[config.mk]
export PLATFORM = sky130hd
export DESIGN_NAME = rr_mux_arb
export DESIGN_NICKNAME = d
export VERILOG_FILES = /design/src/rtl/rr_mux_arb.sv
export SDC_FILE = /design/constraint.sdc
export NUM_CORES = 1
export LEC_CHECK = 0
export CORE_UTILIZATION = 47
export DETAILED_ROUTE_END_ITERATION = 10
export PLACE_DENSITY_LB_ADDON = 0.2
export SYNTH_ARGS = -nofsm -noshare
export SYNTH_HDL_FRONTEND = slang
export SYNTH_SLANG_ARGS = --single-unit
[constraint.sdc]
create_clock -name clk -period 1.95 [get_ports clk]
set_clock_uncertainty 0.05 [all_clocks]
set_input_delay 0.39 -clock clk [delete_from_list [all_inputs] [get_ports clk]]
set_output_delay 0.39 -clock clk [all_outputs]
set_load 0.01 [all_outputs]
[src/rtl/rr_mux_arb.sv]
// Round-robin arbiter for two valid/ready byte producers feeding a 2:1 mux select,
// with a small source-tagged output FIFO toward a valid/ready consumer.
module rr_mux_arb #(
    parameter int DATA_W     = 8,
    parameter int FIFO_DEPTH = 2
) (
    input  logic              clk,
    input  logic              reset,
    input  logic              a_valid_i,
    input  logic [DATA_W-1:0] a_data_i,
    output logic              a_ready_o,
    input  logic              b_valid_i,
    input  logic [DATA_W-1:0] b_data_i,
    output logic              b_ready_o,
    output logic              sel_o,
    output logic              y_valid_o,
    output logic [DATA_W-1:0] y_data_o,
    output logic              y_src_o,
    input  logic              y_ready_i
);

    localparam int PTR_W = (FIFO_DEPTH > 1) ? $clog2(FIFO_DEPTH) : 1;
    localparam int CNT_W = $clog2(FIFO_DEPTH + 1);

    // Handshake: a transfer happens on a rising edge where valid and ready are both 1.
    // Producers hold valid/data until ready; ready may depend combinationally on valid.

    logic [DATA_W:0]   mem [FIFO_DEPTH];
    logic [PTR_W-1:0]  wr_ptr;
    logic [PTR_W-1:0]  rd_ptr;
    logic [CNT_W-1:0]  count;
    logic              last_grant;   // 0 = A, 1 = B
    logic              can_push;
    logic              grant_a;
    logic              grant_b;
    logic              push;
    logic              pop;
    logic [DATA_W-1:0] push_data;

    // A pop in the same cycle does not free a slot: fullness uses registered count only.
    assign can_push = (count < CNT_W'(FIFO_DEPTH));

    always_comb begin
        grant_a = 1'b0;
        grant_b = 1'b0;
        if (!reset && can_push) begin
            if (a_valid_i && b_valid_i) begin
                if (last_grant) grant_a = 1'b1;
                else            grant_b = 1'b1;
            end else if (a_valid_i) begin
                grant_a = 1'b1;
            end else if (b_valid_i) begin
                grant_b = 1'b1;
            end
        end
    end

    assign push      = grant_a | grant_b;
    assign pop       = (count != '0) && y_ready_i;
    assign push_data = grant_b ? b_data_i : a_data_i;

    assign a_ready_o = grant_a;
    assign b_ready_o = grant_b;
    assign sel_o     = grant_b;

    assign y_valid_o             = (count != '0);
    assign {y_src_o, y_data_o}   = mem[rd_ptr];

    always_ff @(posedge clk or posedge reset) begin
        if (reset) begin
            for (int i = 0; i < FIFO_DEPTH; i++) mem[i] <= '0;
            wr_ptr     <= '0;
            rd_ptr     <= '0;
            count      <= '0;
            last_grant <= 1'b1;
        end else begin
            if (push) begin
                mem[wr_ptr] <= {grant_b, push_data};
                wr_ptr      <= wr_ptr + PTR_W'(1);
                last_grant  <= grant_b;
            end
            if (pop) begin
                rd_ptr <= rd_ptr + PTR_W'(1);
            end
            case ({push, pop})
                2'b10:   count <= count + CNT_W'(1);
                2'b01:   count <= count - CNT_W'(1);
                default: count <= count;
            endcase
        end
    end

endmodule

-- After elaboration in Yosys (flattened, before gate mapping)
Index checks and enable logic that the tools add are counted.
W data, S select, Z words.
- logic and storage cells: 43
- bits in latches: 0
- bits in registers: 23
- bits in read-only memories: 0
- bits in writable memories: 0
- memories: 0
- shift-type cells: 0
- equal/unequal tests: 2
- add/subtract/negate cells: 4
- reduce and logical (&&, ||, !) cells: 7
- muxes and demuxes: 17
- order comparisons: 4
- divide/modulo/power cells: 0
- $mul: 0
- bitwise logic cells: 3
- operator list (operator ; count):
    $mux W9 ; 4
    $bwmux W18 ; 1
    $demux W9 S1 ; 1
    $mux W1 ; 9
    $mux W8 ; 1
    $ge A2 B2 Y1 const B ; 2
    $logic_and A1 B1 Y1 ; 4
    $not A1 Y2 ; 2
    $pmux W2 S2 ; 1
    $reduce_bool A2 Y1 ; 2
    $add A1 B1 Y1 const B ; 2
    $add A2 B1 Y2 const B ; 1
    $eq A2 B1 Y1 const B ; 1
    $eq A2 B2 Y1 const B ; 1
    $lt A2 B1 Y1 const B ; 1
    $lt A2 B2 Y1 const B ; 1
    $sub A2 B1 Y2 const B ; 1
    $logic_not A1 Y1 ; 1
    $or A1 B1 Y1 ; 1

-- Depth between registers and ports, before layout
Gate-level depths: netlist of run 1.
- word-level depth: 7
- gate-level depth with buffers: 7

-- Worst setup path before layout of run 1
OpenSTA, ideal clock, no wires.
- path kind: reg-to-output
- start: register count[1]
- end: output sel_o
- path buffers: 2
- data required time: 1.510 ns
- slack: 0.290 ns
- stages on the path, launching flop included: 5
- arrival time: 1.220 ns
- cells stage by stage: dfrtp_1 -> or3b_1 -> buf_6 -> nor2_4 -> buf_4
- longest elaborated chain between the ends: 3
- RTL lines (element ; RTL line ; text):
    from (decl) ; 31 ; logic [CNT_W-1:0] count;
    from (signal assigned) ; 86 ; 2'b10: count <= count + CNT_W'(1);
    from (signal assigned) ; 87 ; 2'b01: count <= count - CNT_W'(1);
    from (signal assigned) ; 88 ; default: count <= count;
    $lt A2 B2 Y1 ; 41 ; assign can_push = (count < CNT_W'(FIFO_DEPTH));
    $logic_and A1 B1 Y1 ; 46 ; if (!reset && can_push) begin
    $mux W1 ; 46 ;
    to (decl) ; 15 ; output logic sel_o,
No other way between the ends.

-- Worst setup path in the final report of run 1
- start: register rd_ptr
- end: output y_data_o[0]
- longest elaborated chain between the ends: 4
- RTL lines (element ; RTL line ; text):
    from (decl) ; 30 ; logic [PTR_W-1:0] rd_ptr;
    from (signal assigned) ; 83 ; rd_ptr <= rd_ptr + PTR_W'(1);
    $not A1 Y2 (not written as such) ; 67 ; assign {y_src_o, y_data_o} = mem[rd_ptr];
    $mux W9 (not written as such) (3 in series) ; 67 ;
    to (decl) ; 17 ; output logic [DATA_W-1:0] y_data_o,
No other way between the ends. The select of a mux whose other input is x is not followed.

==> impl_metrics.toml, run 1 <==
[setup_path]
reg2reg_to = "count[1]"
crit_path_end_kind = "primary output"
r2r_cells = 7
crit_required_ns = 1.51
crit_type = "reg2out"
critPathLaunchType = "flip-flop"
reg2reg_slack_ns = 0.17
worstPathArrival_ns = 1.46
startpoint = "rd_ptr"
crit_end = "y_data_o[0]"
cp_max_fo = 5
r2r_start = "count[1]"

[cts]
clock_path_buffers = 2
clk_latency_ns = 0.30
cts_root_buffer = "clkbuf_4"
cts_sinks = 23
clkTransAtPathRegs_ns = 0.13
cts_tree = "yes"
htreeDepth = 1
numCtsBuffers = 3
ctsHoldBuffers = 0

[yosys]
ys_types = 29
yosys_warnings = 0
ys_ff_latch = 23
yosysTopAreaCell = "dfrtp_1"
synth_area_per_cell_um2 = 10.5
netlist_instances = 121
synthAdderAreaFrac = 0.00986
synth_edf_count = 0
synth_ff_type = "dfrtp_1"
muxShareOfSynthArea = 0.0710
synth.yosys.seq_area_share = 0.455
synth_simple_gate_area_share = 0.128
synth_compound_area_frac = 0.219
synth_area_leaders = "dfrtp_1, a31oi_1, mux2_2, nand3b_1, buf_6"
synthArstFlopShare = 1.00
syn_area_um2 = 1270
synth_xor_area_frac = 0.0345
synth_top_area_share = 0.434
synth_top_family_by_area = "compound AO/OA/AOI/OAI gates"
synth.net_count = 143

[layout]
final_common_cell = "a31oi_1"
regArea_um2 = 577
fillers = 227
drive_gt1_frac = 0.230
diodes = 0
area_growth_pct = 31.4
final_cells = 191
multiInputGateArea_um2 = 592
final_cell_mix = "a31oi_1, dfrtp_1, clkdlybuf4s50_1, buf_4, dlygate4sd2_1"
layout.nets = 184

[sta]
grt_setup_unrepaired = "false"
fmax_ghz = 0.526
tightest_slew_ns = 0.462
slew_violations = 0
post-route-min-period_ns = 1.90
setup_violations = 0
final_hold_viol_count = 0
setup_tns_ns = 0
post-route-period-util = 0.974
slew_headroom = 0.692

[placed_design]
dp.cells = 186
place.gp.congestion = 0.818
hpwl_um = 2180
numPortBuffers = 33

[drt]
vias_per_cell = 5.85
vias = 1117
drt-pass1-iter-count = 4
wirelength_um = 3140
drtIter0Drc = 27
detail_route.wl_per_cell_um = 16.5
ant_nets = 0
drc = 0

[floorplanning]
ios = 34
start_util = 0.503
die-area_um2 = 2910
fp-row-count = 18
die_width_um = 54.0
die_y_um = 54.0
core_area_um2 = 2520

[pwr]
max-vdd-ir-drop_mv = 0.884
powerDensity_nw_per_um2 = 1420
p_leak_nw = 0.671

[global_routing]
grt_pass1_wl_um = 4680
grt_usage = 0.229
grt_max_degree = 24
gr-total-overflow = 0
grt_pass1_vias = 1028
antenna_found_initial = 0

[flow_run]
max_cap_violations = 0

[min_path]
hp-class = "in2async"

[run_status]
status = "finished clean"
[synthesized netlist by cell type (2+ instances only)]
master / n
and2_1: 2
xor2_1: 2
nand2_1: 3
xnor2_1: 3
o2bb2ai_1: 2
inv_1: 4
and3_4: 2
nand3b_1: 8
buf_4: 3
buf_2: 2
a31oi_1: 33
buf_6: 4
dfrtp_1: 22
o21ai_1: 7
nor2_1: 3
mux2_2: 8
[state kept, by name, summed over array words and instances (netlist names)]
name and cells:
count 2, mem 18, wr_ptr 1, rd_ptr 1, last_grant 1
[power breakdown]
| part | leakage [nW] | switching, mW | internal [mW] |
|---|---|---|---|
| Clock | 0.0150 | 0.138 | 0.0797 |
| Combinational | 0.397 | 0.611 | 0.658 |
| Sequential | 0.259 | 0.164 | 0.724 |
| Total | 0.671 | 0.913 | 1.46 |
[worst min-delay path by stage]
stage,to,slack [ns],start,depth (start not counted)
6_report,mem[10],0.27,reset,3
3_3_place_gp,count[0],0.43,count[0],1
5_1_grt,count[1],0.31,reset,3
3_5_place_dp,count[0],0.45,count[0],1
4_1_cts,count[1],0.27,reset,3
2_1_floorplan,count[0],0.34,reset,1
[final cells by class]
type / count / area share
inverters: 5 / 0.0113
clock buffers: 4 / 0.0158
well taps: 30 / 0.0225
flip-flops and latches: 23 / 0.346
repair buffers: 47 / 0.249
multi-input cells: 82 / 0.355
[repair_timing]
item	4_1_cts	5_1_grt
endpoints found under the setup margin	13	1
gates resized for setup	25	2
buffers inserted	1	0
pin swaps	1	0
[through the flow]
stage	cell area, um2	power (mW)	util	hold slack (ns)	worst slack, ns
after CTS	1670	2.39	0.662	0.266	0.0239
final	1670	2.37	0.661	0.267	0.0503
after global routing	1670	2.56	0.661	0.305	0.00301
after global placement	1650	2.22	0.653	0.433	-0.472
after floorplan	1270	1.69	-	0.341	0.290
after detailed placement	1650	2.27	0.653	0.450	-0.520
[logic make-up after synthesis]
logic type,count (synthesis)
simple gates,23
xor+xnor,5
compound gates,45
fa+ha+maj,1
buf+inv,16
mux,8
flops,23
[layer usage]
| metal | share of wire | global-route usage |
|---|---|---|
| met1 | 0.45 | 0.314 |
| met2 | 0.49 | 0.372 |
| met3 | 0.058 | 0.0254 |
| met4 | 0.0041 | 0.0746 |
| met5 | 0 | 0 |
[critical path, cell delays in order (launching register included)]
cell and delay, ns:
dfrtp_1 0.36, buf_4 0.16, mux2_2 0.35, dlygate4sd2_1 0.29
Power figures use the tool's default switching activity.
==> run 2: changes to the inputs <==
Settings changed: CORE_ASPECT_RATIO from default to 1.4.
==> run 2 against run 1 <==
  * Global-route usage is 0.88 points higher
  * Register-to-register slack hardly changed
  * Clock-buffer cell count stayed put
  * Core utilization is 2.9 points higher
  * Sequential power is 3.7% lower
  * Final cell count is 4.2% higher
  * Die area is 0.10% higher
  * Setup slack worse by 0.0067 ns
  * Power is 1.5% higher
  * Critical endpoint is now y_data_o[1]
==> impl_metrics.toml, run 2 (synthesized netlist as in run 1, its figures left out) <==
[drt]
drtIter0Drc = 51
ant_nets = 0
drc = 0
detail_route.wl_per_cell_um = 15.6
vias = 1173
drt-pass1-iter-count = 4
vias_per_cell = 5.89
wirelength_um = 3110

[sta]
slew_violations = 0
post-route-period-util = 0.978
final_hold_viol_count = 0
post-route-min-period_ns = 1.91
setup_violations = 0
grt_setup_unrepaired = "true"
tightest_slew_ns = 0.297
fmax_ghz = 0.525
slew_headroom = 0.802
worst_hold_slack_ns = 0.346

[cts]
clkTransAtPathRegs_ns = 0.13
clk_latency_ns = 0.31
htreeDepth = 1
cts_sinks = 23
numCtsBuffers = 3
cts_tree = "yes"
ctsHoldBuffers = 0
clock_path_buffers = 2
cts_root_buffer = "clkbuf_4"

[global_routing]
grt_pass1_wl_um = 5220
antenna_found_initial = 0
grt_max_degree = 24
gr-total-overflow = 0
grt_usage = 0.238
grt_pass1_vias = 1202

[floorplanning]
core_area_um2 = 2470
fp-row-count = 21
die-area_um2 = 2910
die_y_um = 63.5
die_width_um = 45.9
ios = 34
start_util = 0.514

[layout]
postLayoutCellArea_um2 = 1700
fin_util = 0.690
area_growth_pct = 34.3
final_common_cell = "a31oi_1"
drive_gt1_frac = 0.248
reg_top3 = "mem: 18 flops, count: 2 flops"
largest_register_ffs = 18
final_cell_mix = "a31oi_1, dfrtp_1, clkdlybuf4s50_1, buf_4, dlygate4sd2_1"
largest-register = "mem"
diodes = 0
layout.nets = 188

[setup_path]
cp_max_fo = 6
max_stage_delay_ns = 0.37
critPathBufInv = 2
critPathLaunchType = "flip-flop"
worstPathArrival_ns = 1.47
crit_required_ns = 1.51
reg2reg_slack_ns = 0.18
crit_type = "reg2out"
crit_slowest_cell = "dfrtp_2"
crit_path_end_kind = "primary output"
cp_cell_sequence = "buf_4 -> mux2_2 -> dlygate4sd2_1"
critical-path-top-delay-family = "buffers and inverters"

[run_status]
status = "finished clean"

[min_path]
hp-class = "in2async"

[pwr]
power_mw = 2.41
p_leak_nw = 0.691
max-vdd-ir-drop_mv = 0.726
powerDensity_nw_per_um2 = 1410

[flow_run]
max_cap_violations = 0

[placed_design]
place.gp.congestion = 0.760
numPortBuffers = 33
postPlaceCellArea_um2 = 1650
-- run 2: changes by cell type in the layout (fill, tap and decap cells not counted), sizes merged --
cell,before,now
buf,16,19
dlygate4sd2,12,13
-- run 2: timing repair --
item | 4_1_cts | 5_1_grt
resized for setup | 24 | 2
setup buffers | 5 | 0
pin swaps | 2 | 0
hold endpoints to repair | 0 | 0
setup endpoints to repair | 13 | 10
-- run 2: power breakdown --
group | switching, mW | internal, mW | total [mW]
Clock | 0.142 | 0.0797 | 0.221
Sequential | 0.128 | 0.727 | 0.855
Combinational | 0.652 | 0.682 | 1.33
-- run 2: worst paths after layout --
check / startpoint / endpoint / depth (start not counted)
hold reg to reg: count[0] / count[0] / 1
setup / recovery: rd_ptr / y_data_o[1] / 3
max in group asynchronous: reset / last_grant / 4
setup reg to reg: count[1] / count[1] / 7
min in group clk: count[0] / count[0] / 1
hold / removal: reset / mem[8] / 4
-- run 2: routing by layer --
metal / global-route usage / wire length (um)
met1: 0.292 / 1260
met2: 0.377 / 1610
met3: 0.0430 / 175
met4: 0.129 / 68
met5: 0 / 0
-- run 2: worst reg2reg max path: stages (launching register included) --
cell and delay (ns):
dfrtp_1 0.40, buf_4 0.15, nor2_2 0.12, buf_4 0.26
nand2_1 0.12, ha_1 0.31, nor2_1 0.13, xor2_1 0.15
-- run 2: final cells by class --
cell class | instances | area [um2]
clock buffers | 4 | 26.3
flip-flops and latches | 23 | 578
multi-input cells | 82 | 592
repair buffers | 51 | 447
fillers | 230 | 766
well taps | 34 | 42.5
inverters | 5 | 18.8
-- run 2: stage by stage --
step | setup WS [ns] | TNS [ns] | std cells
finish | 0.0436 | 0 | 199
global placement | -0.484 | -1.59 | 190
floorplan | 0.290 | 0 | 121
CTS | 0.0217 | 0 | 199
global route | -0.0211 | -0.106 | 199
detailed placement | -0.489 | -1.79 | 190
